<file path="config.mk">
export PLATFORM = sky130hd
export DESIGN_NAME = mem_stream_ctrl_flat
export DESIGN_NICKNAME = d
export VERILOG_FILES = /design/src/rtl/mem_ctrl_pkg.sv /design/src/rtl/mem_stream_ctrl_if.sv /design/src/rtl/beat_counter.sv /design/src/rtl/mem_stream_ctrl.sv /design/src/flat_wrapper.sv
export SDC_FILE = /design/constraint.sdc
export NUM_CORES = 1
export LEC_CHECK = 0
export ABC_AREA = 0
export CAP_MARGIN = 5
export CORE_ASPECT_RATIO = 1.5
export CORE_MARGIN = 2
export CORE_UTILIZATION = 35
export CTS_BUF_LIST = sky130_fd_sc_hd__clkbuf_2 sky130_fd_sc_hd__clkbuf_4 sky130_fd_sc_hd__clkbuf_8
export CTS_CLUSTER_DIAMETER = 30
export CTS_CLUSTER_SIZE = 12
export DETAILED_ROUTE_END_ITERATION = 12
export PLACE_DENSITY = 0.78
export SETUP_SLACK_MARGIN = 0.02
export SYNTH_ARGS = -nofsm -noshare
export SYNTH_HDL_FRONTEND = slang
export SYNTH_HIERARCHICAL = 1
export SYNTH_SLANG_ARGS = --single-unit
</file>
<file path="constraint.sdc">
create_clock -name clk -period 6.9 [get_ports clk]
set_input_delay 1.38 -clock clk [delete_from_list [all_inputs] [get_ports clk]]
set_output_delay 1.38 -clock clk [all_outputs]
set_load 0.05 [all_outputs]
</file>
<file path="src/rtl/mem_ctrl_pkg.sv">
// Shared types and default parameters for the memory stream sequencer.
package mem_ctrl_pkg;

    localparam int unsigned DEF_ADDR_W  = 8;
    localparam int unsigned DEF_DATA_W  = 32;
    localparam int unsigned DEF_RD_BASE = 0;
    localparam int unsigned DEF_WR_BASE = 64;
    localparam int unsigned DEF_MAX_LEN = 64;

    typedef enum logic [1:0] {
        IDLE   = 2'd0,
        STREAM = 2'd1,
        DRAIN  = 2'd2,
        DONE   = 2'd3
    } state_e;

endpackage

</file>
<file path="src/rtl/mem_stream_ctrl_if.sv">
// Memory port plus operand/result handshakes between controller, memory and datapath.
interface mem_stream_ctrl_if
    import mem_ctrl_pkg::*;
#(
    parameter int unsigned ADDR_W = DEF_ADDR_W,
    parameter int unsigned DATA_W = DEF_DATA_W
);
    logic [ADDR_W-1:0] mem_rd_adr;
    logic [DATA_W-1:0] mem_rd_data;
    logic              mem_wr_en;
    logic [ADDR_W-1:0] mem_wr_adr;
    logic [DATA_W-1:0] mem_wr_data;
    logic              out_valid;
    logic [DATA_W-1:0] out_data;
    logic              out_ready;
    logic              in_valid;
    logic [DATA_W-1:0] in_data;
    logic              in_ready;

    modport master (
        output mem_rd_adr, mem_wr_en, mem_wr_adr, mem_wr_data, out_valid, out_data, in_ready,
        input  mem_rd_data, out_ready, in_valid, in_data
    );

    modport slave (
        input  mem_rd_adr, mem_wr_en, mem_wr_adr, mem_wr_data, out_valid, out_data, in_ready,
        output mem_rd_data, out_ready, in_valid, in_data
    );
endinterface

</file>
<file path="src/rtl/beat_counter.sv">
// Up-counter of accepted beats with terminal compares and a base-offset memory address.
module beat_counter #(
    parameter int unsigned CNT_W  = 9,
    parameter int unsigned ADDR_W = 8,
    parameter int unsigned BASE   = 0
) (
    input  logic              clk,
    input  logic              rst_n,
    input  logic              clr_i,
    input  logic              en_i,
    input  logic [CNT_W-1:0]  limit_i,
    output logic [ADDR_W-1:0] adr_o,
    output logic              below_o,
    output logic              last_o
);
    logic [CNT_W-1:0] cnt_d, cnt_q;

    always_comb begin
        cnt_d = cnt_q;
        if (clr_i) begin
            cnt_d = '0;
        end else if (en_i) begin
            cnt_d = cnt_q + CNT_W'(1);
        end
    end

    always_ff @(posedge clk or negedge rst_n) begin
        if (!rst_n) begin
            cnt_q <= '0;
        end else begin
            cnt_q <= cnt_d;
        end
    end

    // Address wraps modulo 2^ADDR_W; the extra count bit only serves the compares.
    assign adr_o   = ADDR_W'(BASE) + cnt_q[ADDR_W-1:0];
    assign below_o = cnt_q < limit_i;
    assign last_o  = (cnt_q + CNT_W'(1)) == limit_i;
endmodule

</file>
<file path="src/rtl/mem_stream_ctrl.sv">
// Streams len words from RD_BASE to the datapath and writes the returned results at WR_BASE.
module mem_stream_ctrl
    import mem_ctrl_pkg::*;
#(
    parameter int unsigned ADDR_W  = DEF_ADDR_W,
    parameter int unsigned DATA_W  = DEF_DATA_W,
    parameter int unsigned RD_BASE = DEF_RD_BASE,
    parameter int unsigned WR_BASE = DEF_WR_BASE,
    parameter int unsigned MAX_LEN = DEF_MAX_LEN
) (
    input  logic              clk,
    input  logic              rst_n,
    input  logic              start,
    input  logic [ADDR_W-1:0] len,
    output logic              busy,
    output logic              done,
    mem_stream_ctrl_if.master bus
);
    localparam int unsigned CNT_W = ADDR_W + 1;

    state_e           state_q, state_d;
    logic [CNT_W-1:0] len_q, len_d, len_clamped;
    logic             cnt_clr, rd_beat, wr_beat;
    logic             rd_below, rd_last, wr_below, wr_last, wr_finishing;
    logic             streaming, active;
    logic [ADDR_W-1:0] rd_adr, wr_adr;
    logic [DATA_W-1:0] operand_word, result_word;

    assign len_clamped = ({1'b0, len} > CNT_W'(MAX_LEN)) ? CNT_W'(MAX_LEN) : {1'b0, len};

    assign streaming = (state_q == STREAM);
    assign active    = streaming || (state_q == DRAIN);

    assign bus.out_valid = streaming && rd_below;
    assign bus.in_ready  = active && wr_below;
    assign rd_beat       = bus.out_valid && bus.out_ready;
    assign wr_beat       = bus.in_valid && bus.in_ready;

    // Result side completes this cycle, either already full or taking its final beat now.
    assign wr_finishing = !wr_below || (wr_beat && wr_last);

    assign operand_word    = bus.mem_rd_data;
    assign result_word     = bus.in_data;
    assign bus.out_data    = operand_word;
    assign bus.mem_rd_adr  = rd_adr;
    assign bus.mem_wr_en   = wr_beat;
    assign bus.mem_wr_adr  = wr_adr;
    assign bus.mem_wr_data = result_word;

    assign busy = active;
    assign done = (state_q == DONE);

    beat_counter #(
        .CNT_W  (CNT_W),
        .ADDR_W (ADDR_W),
        .BASE   (RD_BASE)
    ) u_rd_cnt (
        .clk     (clk),
        .rst_n   (rst_n),
        .clr_i   (cnt_clr),
        .en_i    (rd_beat),
        .limit_i (len_q),
        .adr_o   (rd_adr),
        .below_o (rd_below),
        .last_o  (rd_last)
    );

    beat_counter #(
        .CNT_W  (CNT_W),
        .ADDR_W (ADDR_W),
        .BASE   (WR_BASE)
    ) u_wr_cnt (
        .clk     (clk),
        .rst_n   (rst_n),
        .clr_i   (cnt_clr),
        .en_i    (wr_beat),
        .limit_i (len_q),
        .adr_o   (wr_adr),
        .below_o (wr_below),
        .last_o  (wr_last)
    );

    always_comb begin
        state_d = state_q;
        len_d   = len_q;
        cnt_clr = 1'b0;
        unique case (state_q)
            IDLE: begin
                if (start) begin
                    cnt_clr = 1'b1;
                    len_d   = len_clamped;
                    state_d = (len_clamped == '0) ? DONE : STREAM;
                end
            end
            STREAM: begin
                if (rd_beat && rd_last) begin
                    state_d = wr_finishing ? DONE : DRAIN;
                end
            end
            DRAIN: begin
                if (wr_finishing) begin
                    state_d = DONE;
                end
            end
            DONE: state_d = IDLE;
            default: state_d = IDLE;
        endcase
    end

    always_ff @(posedge clk or negedge rst_n) begin
        if (!rst_n) begin
            state_q <= IDLE;
            len_q   <= '0;
        end else begin
            state_q <= state_d;
            len_q   <= len_d;
        end
    end
endmodule
</file>
<file path="src/flat_wrapper.sv">
// flat-port wrapper written by rule: the top's interface ports become plain ports
module mem_stream_ctrl_flat import mem_ctrl_pkg::*;
#(
    parameter int unsigned ADDR_W  = DEF_ADDR_W,
    parameter int unsigned DATA_W  = DEF_DATA_W,
    parameter int unsigned RD_BASE = DEF_RD_BASE,
    parameter int unsigned WR_BASE = DEF_WR_BASE,
    parameter int unsigned MAX_LEN = DEF_MAX_LEN
)
  (clk, rst_n, start, len, busy, done, bus_mem_rd_adr, bus_mem_wr_en, bus_mem_wr_adr, bus_mem_wr_data, bus_out_valid, bus_out_data, bus_in_ready, bus_mem_rd_data, bus_out_ready, bus_in_valid, bus_in_data);
  mem_stream_ctrl_if #(.ADDR_W(ADDR_W), .DATA_W(DATA_W)) bus_i ();
  input  logic clk;
  input  logic rst_n;
  input  logic start;
  input  logic [ADDR_W-1:0] len;
  output logic busy;
  output logic done;
  output wire logic [$bits(bus_i.mem_rd_adr)-1:0] bus_mem_rd_adr;
  output wire logic [$bits(bus_i.mem_wr_en)-1:0] bus_mem_wr_en;
  output wire logic [$bits(bus_i.mem_wr_adr)-1:0] bus_mem_wr_adr;
  output wire logic [$bits(bus_i.mem_wr_data)-1:0] bus_mem_wr_data;
  output wire logic [$bits(bus_i.out_valid)-1:0] bus_out_valid;
  output wire logic [$bits(bus_i.out_data)-1:0] bus_out_data;
  output wire logic [$bits(bus_i.in_ready)-1:0] bus_in_ready;
  input wire logic [$bits(bus_i.mem_rd_data)-1:0] bus_mem_rd_data;
  input wire logic [$bits(bus_i.out_ready)-1:0] bus_out_ready;
  input wire logic [$bits(bus_i.in_valid)-1:0] bus_in_valid;
  input wire logic [$bits(bus_i.in_data)-1:0] bus_in_data;
  assign bus_mem_rd_adr = bus_i.mem_rd_adr;
  assign bus_mem_wr_en = bus_i.mem_wr_en;
  assign bus_mem_wr_adr = bus_i.mem_wr_adr;
  assign bus_mem_wr_data = bus_i.mem_wr_data;
  assign bus_out_valid = bus_i.out_valid;
  assign bus_out_data = bus_i.out_data;
  assign bus_in_ready = bus_i.in_ready;
  assign bus_i.mem_rd_data = bus_mem_rd_data;
  assign bus_i.out_ready = bus_out_ready;
  assign bus_i.in_valid = bus_in_valid;
  assign bus_i.in_data = bus_in_data;
  mem_stream_ctrl #(.ADDR_W(ADDR_W), .DATA_W(DATA_W), .RD_BASE(RD_BASE), .WR_BASE(WR_BASE), .MAX_LEN(MAX_LEN)) u_core (.clk(clk), .rst_n(rst_n), .start(start), .len(len), .busy(busy), .done(done), .bus(bus_i));
endmodule
</file>
[Word level (Yosys, flattened, before mapping)]
Index checks and enable logic that the tools add are counted.
Operators by class
  reduce and logical (&&, ||, !) cells: 15
  equal/unequal tests: 8
  multiplexer cells: 13
  order comparisons: 3
  add/subtract/negate cells: 3
Operators by type and width (count)
  $mux 9: 4
  $add 9x1->9 const B: 2
  $eq 9x9->1: 2
  $lt 9x9->1: 2
  $logic_not 9->1: 1
  $add 7x8->8 const A: 1
  $gt 8x7->1 const B: 1
  $mux 2: 4
  $mux 8: 1
  $pmux 2 s4: 1
  $logic_and 1x1->1: 6
  $eq 2x2->1 const B: 2
  $ne 2x2->1 const B: 2
  $reduce_bool 2->1: 2
  $mux 1: 3
  $reduce_and 3->1: 1
  $eq 2x1->1 const B: 1
  $logic_not 2->1: 1
  $logic_or 1x1->1: 2
  $ne 2x1->1 const B: 1
  $reduce_and 2->1: 1
  $logic_not 1->1: 1
Storage, ports and cells
  input port bits: 77
  logic and storage cells: 46
  register bits after elaboration: 29
  output and inout bits: 85

[Depth between registers and ports, before layout]
Gate-level depths: netlist of the first run.
  word-level depth: 9
  mapped depth: 12
  mapped depth without buffers: 12

[Modules after synthesis]
The synthesis of the first run kept the hierarchy.
Modules (own cells, without submodules)
  mem_stream_ctrl: cells each 123, times used 1, area an instance 1047.3 um2, seq. area each 250.2 um2
  beat_counter at u_core.u_rd_cnt: cells each 121, times used 1, area an instance 975.9 um2, seq. area each 225.2 um2
  beat_counter at u_core.u_wr_cnt: cells each 102, times used 1, area an instance 900.9 um2, seq. area each 225.2 um2

[Least setup slack after synthesis of the first run]
Ideal clock, no wire load.
  path type: register to output
  start: register u_core.len_q[1]
  end: output port bus_mem_wr_en
  setup slack: 3.638 ns
  arrival time: 1.882 ns
  required time: 5.520 ns
  path buffers: 0
  stages on the path, launching flop included: 8
  path through: dfrtp_1 -> inv_1 -> ha_1 -> a21o_1 -> a21oi_1 -> o221ai_1 -> a31oi_1 -> and3_1
Between the ends
  longest elaborated chain between the ends: 3
RTL lines
  start, declared: RTL line mem_stream_ctrl.sv:22  | logic [CNT_W-1:0] len_q, len_d, len_clamped;
  start signal, assigned: RTL line mem_stream_ctrl.sv:116  | len_q <= len_d;
  $lt 9x9->1: RTL line beat_counter.sv:37  | assign below_o = cnt_q < limit_i;
  named net u_core.wr_below: RTL line mem_stream_ctrl.sv:24  | logic rd_below, rd_last, wr_below, wr_last, wr_finishing;
  $logic_and 1x1->1: RTL line mem_stream_ctrl.sv:35  | assign bus.in_ready = active && wr_below;
  $logic_and 1x1->1: RTL line mem_stream_ctrl.sv:37  | assign wr_beat = bus.in_valid && bus.in_ready;
  end, declared: RTL line flat_wrapper.sv:19  | output wire logic [$bits(bus_i.mem_wr_en)-1:0] bus_mem_wr_en;
The timed path passes the listed nets, and every way through them passes these cells.

[Worst setup path in the final report of the first run]
Ends and elaborated chain as after synthesis.

==> results of run 1 <==
## cells by family (layout without fill, tap and decap cells)
family	after synthesis	in the layout	synth area share, %
buffers and inverters	115	65	25.33
and+or+nand+nor	99	99	18.49
AOI/OAI and AO/OA	40	40	9.286
xor gates and xnor gates	35	35	11.00
DFF	28	28	23.96
adders and majority gates	26	26	11.13
muxes	2	2	0.6847
other	1	4	0.1282
## final timing paths
path	cells after the start	slack (ns)	start	to
worst max-delay path	8	2.25	u_core/len_q[1]	bus_mem_wr_en
worst min-delay path	2	0.55	u_core/len_q[0]	u_core/len_q[0]
worst max register to register	10	4.07	u_core/u_rd_cnt/cnt_q[4]	u_core/u_rd_cnt/cnt_q[7]
worst min register to register	2	0.55	u_core/len_q[0]	u_core/len_q[0]
max in group asynchronous	2	5.13	rst_n	u_core/len_q[2]
min in group asynchronous	2	1.50	rst_n	u_core/u_rd_cnt/cnt_q[5]
## per-stage QoR
stage                     total power [W]  cells  hold slack [ns]
after floorplan                 0.0008741    349           0.4785
after CTS                        0.001016    404           0.5569
after global routing             0.001096    404           0.6000
after detailed placement        0.0009249    401           0.5330
final                            0.001011    404           0.5547
after global placement          0.0008986    401           0.5163
## sequential cells by signal, indices dropped and copies added, names as in the netlist
| name | flops |
|---|---|
| u_core/u_wr_cnt/cnt_q | 9 |
| u_core/u_rd_cnt/cnt_q | 9 |
| u_core/state_q | 2 |
| u_core/len_q | 8 |
## cells in the final DEF (no fill, tap or decap), types with 3 or more instances in the layout
| cell type | n |
|---|---|
| clkdlybuf4s50_1 | 33 |
| inv_1 | 28 |
| dfrtp_1 | 28 |
| nor2_1 | 27 |
| ha_1 | 26 |
| xor2_1 | 20 |
| nand2_1 | 16 |
| xnor2_1 | 13 |
| nand4_1 | 11 |
| a21oi_1 | 10 |
| nand3_1 | 9 |
| o21ai_0 | 8 |
| nor2b_1 | 7 |
| and3_1 | 4 |
| and2_1 | 4 |
| o41ai_1 | 4 |
| conb_1 | 4 |
| or3_1 | 4 |
| clkbuf_8 | 3 |
| a31oi_1 | 3 |
| and4_1 | 3 |
## per-layer routing
layer / share of wire [%] / vias to the layer above / track usage [%]
met5: 0 / - / 0
met4: 6.1 / 0 / 10.88
met3: 5.5 / 54 / 1.558
met2: 53 / 67 / 25.93
met1: 36 / 982 / 14.51
li1: - / 990 / -
## worst max-delay path, stage by stage (launching register included)
cell and delay, ns:
dfrtp_1 0.45, inv_1 0.07, ha_1 0.29, a21o_1 0.16, a21oi_1 0.20, o221ai_1 0.15, a31oi_1 0.30, and3_1 0.48
clkdlybuf4s50_1 0.89
## power by group
part	internal, W	total [W]	switching [W]	leakage [nW]
logic	0.000251	0.000631	0.000379	0.820
registers	0.000206	0.000291	0.0000849	0.373
clock network	0.0000392	0.0000889	0.0000496	0.0216
total	0.000497	0.00101	0.000514	1.22
## area by class of cell
class,count,share of cell area [%]
inverters,28,3.740
well taps,105,4.675
flip-flops and latches,28,24.93
clock buffers,3,1.469
multi-input cells,206,53.16
repair buffers,34,12.02
==> results_dict.tcl, run 1 <==
set metrics [dict create \
    max_slew_margin_pct 57.65 \
    num_vias 2093 \
    synth.avg_cell_area_um2 8.451 \
    yosysMostFrequentCell "buf_4" \
    rows 40 \
    synthCells 346 \
    grt_antenna_before_repair 0 \
    cts_tree "yes" \
    fin_area_um2 2810 \
    postCtsSetupBuffers 0 \
    wl_per_cell_um 15.21 \
    synthTopCellsByArea "dfrtp_1 (24%), buf_4 (20%), ha_1 (11%)" \
    clockBufferDepth 2 \
    synth_seq_cells 28 \
    n_fill_cell 808 \
    grt_max_degree 29 \
    dieArea_um2 9117 \
    synth_edf_count 0 \
    fmax_mhz 215.1 \
    wirelength_um 6143 \
    start_kind "flip-flop" \
    drc_errors 0 \
    worstSkewPairLatency_ns 0.27 \
    peakVddDrop_mv 0.1973 \
    final_util_pct 34.88 \
    yosys-top-cells-count "buf_4 (79), dfrtp_1 (28), inv_1 (28), nor2_1 (27), ha_1 (26)" \
    numClockSinks 28 \
    hp-class "reg2reg" \
    start_util_pct 36.29 \
    clk_pin_slew_ns 0.09 \
    final_hold_viol_count 0 \
    antenna-diode-count 0 \
    final-seq-area_um2 700.7 \
    place_hpwl_um 4771 \
    grt_usage_pct 14.13 \
    dp_slack_ns 2.362 \
    crit_path_end_kind "output port" \
    required_ns 5.52 \
    grt_pass1_wl_um 10180 \
    synthArstFlopShare_pct 100.0 \
    synthesis.area_um2 2924 \
    yosys.area.top_type "dfrtp_1" \
    drt-initial-drc-count 115 \
    setup_violations 0 \
    gp_congestion 0.8732 \
    p_leak_nw 1.215 \
    htreeDepth 1 \
    layout_setup_ws_ns 2.250 \
    fin_skew_ns 0.005838 \
    dieHeight_um 115.9 \
    core-area_um2 8058 \
    io_pins 162 \
    path_class "reg2out" \
    postPlaceCellArea_um2 2769 \
    arrival_ns 3.27 \
    ys_types 47 \
    die_w_um 78.63 \
    min_period_ns 4.650 \
    area_growth_syn_to_layout_pct -3.894 \
    cp_max_fo 10 \
    multi_input_area_um2 1494 \
    cts_hold_buffers 0 \
    cap_viol_max_count 0 \
    rsz0062_at_grt "no" \
    synth_top_area_share_pct 23.96 \
    port_buffers 33 \
    fin_tns_setup_ns 0 \
    yosys_warnings 6 \
    cts-root-buf "clkbuf_8" \
    first_pass_iters 4 \
    tightest_slew_ns 0.6346 \
    layout-drive-gt1-share_pct 4.682 \
    fin_nets 404 \
    seq_area_frac_synth_pct 23.96 \
    finalMaxSlewViolations 0 \
    synthFlopType "dfrtp_1" \
    grt_pass1_vias 2144 \
    grt_overflow_total 0 \
    via_per_inst 5.181 \
    finalCritPeriodShare_pct 67.39 \
    numCtsBuffers 3 \
    cellPowerDensity_nw_per_um2 359.6 \
    status "finished clean" \
    cts-resized-gates 0 \
    detail-route-antenna-nets 0 \
]
Power figures use the tool's default switching activity.
==> inputs of run 2 (changes only) <==
Clock period 6.9 ns to 4.73 ns, I/O delays scaled along.
==> run 2 against run 1 <==
Worst setup slack lost 1.7 ns. Design area rose by 1.1%. Clock-buffer cell count stayed put. Power grew 54%. Cell count up 0.25%. Combinational power increased by 49%. First-iteration DRC count shrank 14%. Global-route usage is essentially flat. Worst hold slack improved by 0.011 ns. Sequential cell count unchanged. Sequential power increased by 44%. Critical path type unchanged. Highest routed layer unchanged.
==> results_dict.tcl, run 2 (synthesis results as in run 1) <==
set metrics [dict create \
    status "finished clean" \
    place_hpwl_um 4833 \
    grt_overflow_total 0 \
    grt_pass1_vias 2098 \
    path_class "reg2out" \
    setup_violations 0 \
    gp_congestion 0.8644 \
    first_pass_iters 4 \
    r2r_start "u_core/len_q[1]" \
    final_common_cell "clkdlybuf4s50_1" \
    clockBufferDepth 2 \
    wl_per_cell_um 15.57 \
    grtUsageMet2_pct 27.07 \
    fin_nets 404 \
    drc_errors 0 \
    r2r_end "u_core/u_rd_cnt/cnt_q[5]" \
    drt-initial-drc-count 99 \
    postCtsSetupBuffers 0 \
    fmax_mhz 237.9 \
    cap_viol_max_count 0 \
    fin_hold_ws_ns 0.5657 \
    startpoint "u_core/len_q[1]" \
    htreeDepth 1 \
    cts_hold_buffers 0 \
    cts-resized-gates 0 \
    grt_busiest_layer "met2" \
    fin_tns_setup_ns 0 \
    min_period_ns 4.203 \
    cts_tree "yes" \
    antenna-diode-count 0 \
    max_slew_margin_pct 56.23 \
    min_from "u_core/len_q[0]" \
    io_pins 162 \
    cellPowerDensity_nw_per_um2 547.7 \
    finalPower_w 0.001556 \
    final_hold_viol_count 0 \
    required_ns 3.78 \
    core-area_um2 8058 \
    numCtsBuffers 3 \
    finalMaxSlewViolations 0 \
    p_leak_nw 1.229 \
    grt_max_degree 29 \
    layout-drive-gt1-share_pct 5.000 \
    final_util_pct 35.25 \
    peakVddDrop_mv 0.3228 \
    via_per_inst 5.165 \
    grt_usage_pct 14.13 \
    finalCritPeriodShare_pct 88.86 \
    grt.met3_usage_pct 1.791 \
    hp-class "reg2reg" \
    arrival_ns 3.26 \
    die_w_um 78.63 \
    worstSkewPairLatency_ns 0.28 \
    cts-root-buf "clkbuf_8" \
    fin_skew_ns 0.002769 \
    wirelength_um 6304 \
    numClockSinks 28 \
    cp_max_fo 10 \
    reg2reg_slack_ns 1.86 \
    num_vias 2092 \
    hold_end "u_core/len_q[0]" \
    rows 40 \
    postPlaceCellArea_um2 2769 \
    whs_path_depth 2 \
    tightest_slew_ns 0.6559 \
    dieArea_um2 9117 \
    fin_area_um2 2840 \
    reg_top3 "u_core/u_rd_cnt/cnt_q: 9 flops, u_core/u_wr_cnt/cnt_q: 9 flops, u_core/len_q: 8 flops" \
    worstRegToRegCells 11 \
    met1_usage_pct 13.64 \
    crit_path_end_kind "output port" \
    dieHeight_um 115.9 \
    layout_common_cells "clkdlybuf4s50_1 (33), inv_1 (28), dfrtp_1 (28)" \
    start_kind "flip-flop" \
    grt_antenna_before_repair 0 \
    rsz0062_at_grt "no" \
    clk_pin_slew_ns 0.10 \
    start_util_pct 36.29 \
    port_buffers 33 \
    detail-route-antenna-nets 0 \
    area_growth_syn_to_layout_pct -2.867 \
    grt_pass1_wl_um 9998 \
]
[run 2: cell types whose count changed in the layout (fill, tap and decap cells not counted), sizes merged]
| cell | before | now |
|---|---|---|
| bufinv | 0 | 1 |
[run 2: metal layers]
metal  share of wire [%]  vias to the layer above
met5                   0                        -
met4                 4.9                        0
met3                 4.9                       50
met2                  55                       50
met1                  36                      999
li1                    -                      993
[run 2: area by class of cell]
type                    instances  area [um^2]
multi-input cells             206         1494
clock inverters                 1        30.03
inverters                      28        105.1
fillers                       811         5218
clock buffers                   3        41.29
repair buffers                 34        337.8
flip-flops and latches         28        700.7
well taps                     105        131.4
[run 2: power breakdown]
part / total, W / internal, W / switching, W
Sequential: 0.000419 / 0.000301 / 0.000119
Clock: 0.000196 / 0.000114 / 0.0000825
Combinational: 0.000940 / 0.000369 / 0.000571
[run 2: stage by stage]
stage	setup slack, ns	cells
finish	0.5267	405
global route	0.3677	405
CTS	0.5264	405
detailed placement	0.8800	401
global placement	0.9339	401
floorplan	1.902	349
[run 2: worst max path at each step]
stage	endpoint	slack, ns	depth (start not counted)
3_3_place_gp	bus_mem_wr_en	0.93	8
4_1_cts	bus_mem_wr_en	0.53	8
2_1_floorplan	bus_mem_wr_en	1.90	7
5_1_grt	bus_mem_wr_en	0.37	8
3_5_place_dp	bus_mem_wr_en	0.88	8
6_report	bus_mem_wr_en	0.53	8
[run 2: worst max-delay path, cell delays in order (launching register included)]
cell and delay [ns]:
dfrtp_1 0.44, inv_1 0.06, ha_1 0.29, a21o_1 0.15, a21oi_1 0.19, o221ai_1 0.17, a31oi_1 0.29, and3_1 0.48
clkdlybuf4s50_1 0.89
==> inputs of run 3 (changes only) <==
Settings changed: CTS_CLUSTER_SIZE 12 to default.
==> results of run 3 <==
The final DEF is identical to that of run 2; final timing and power are the same.
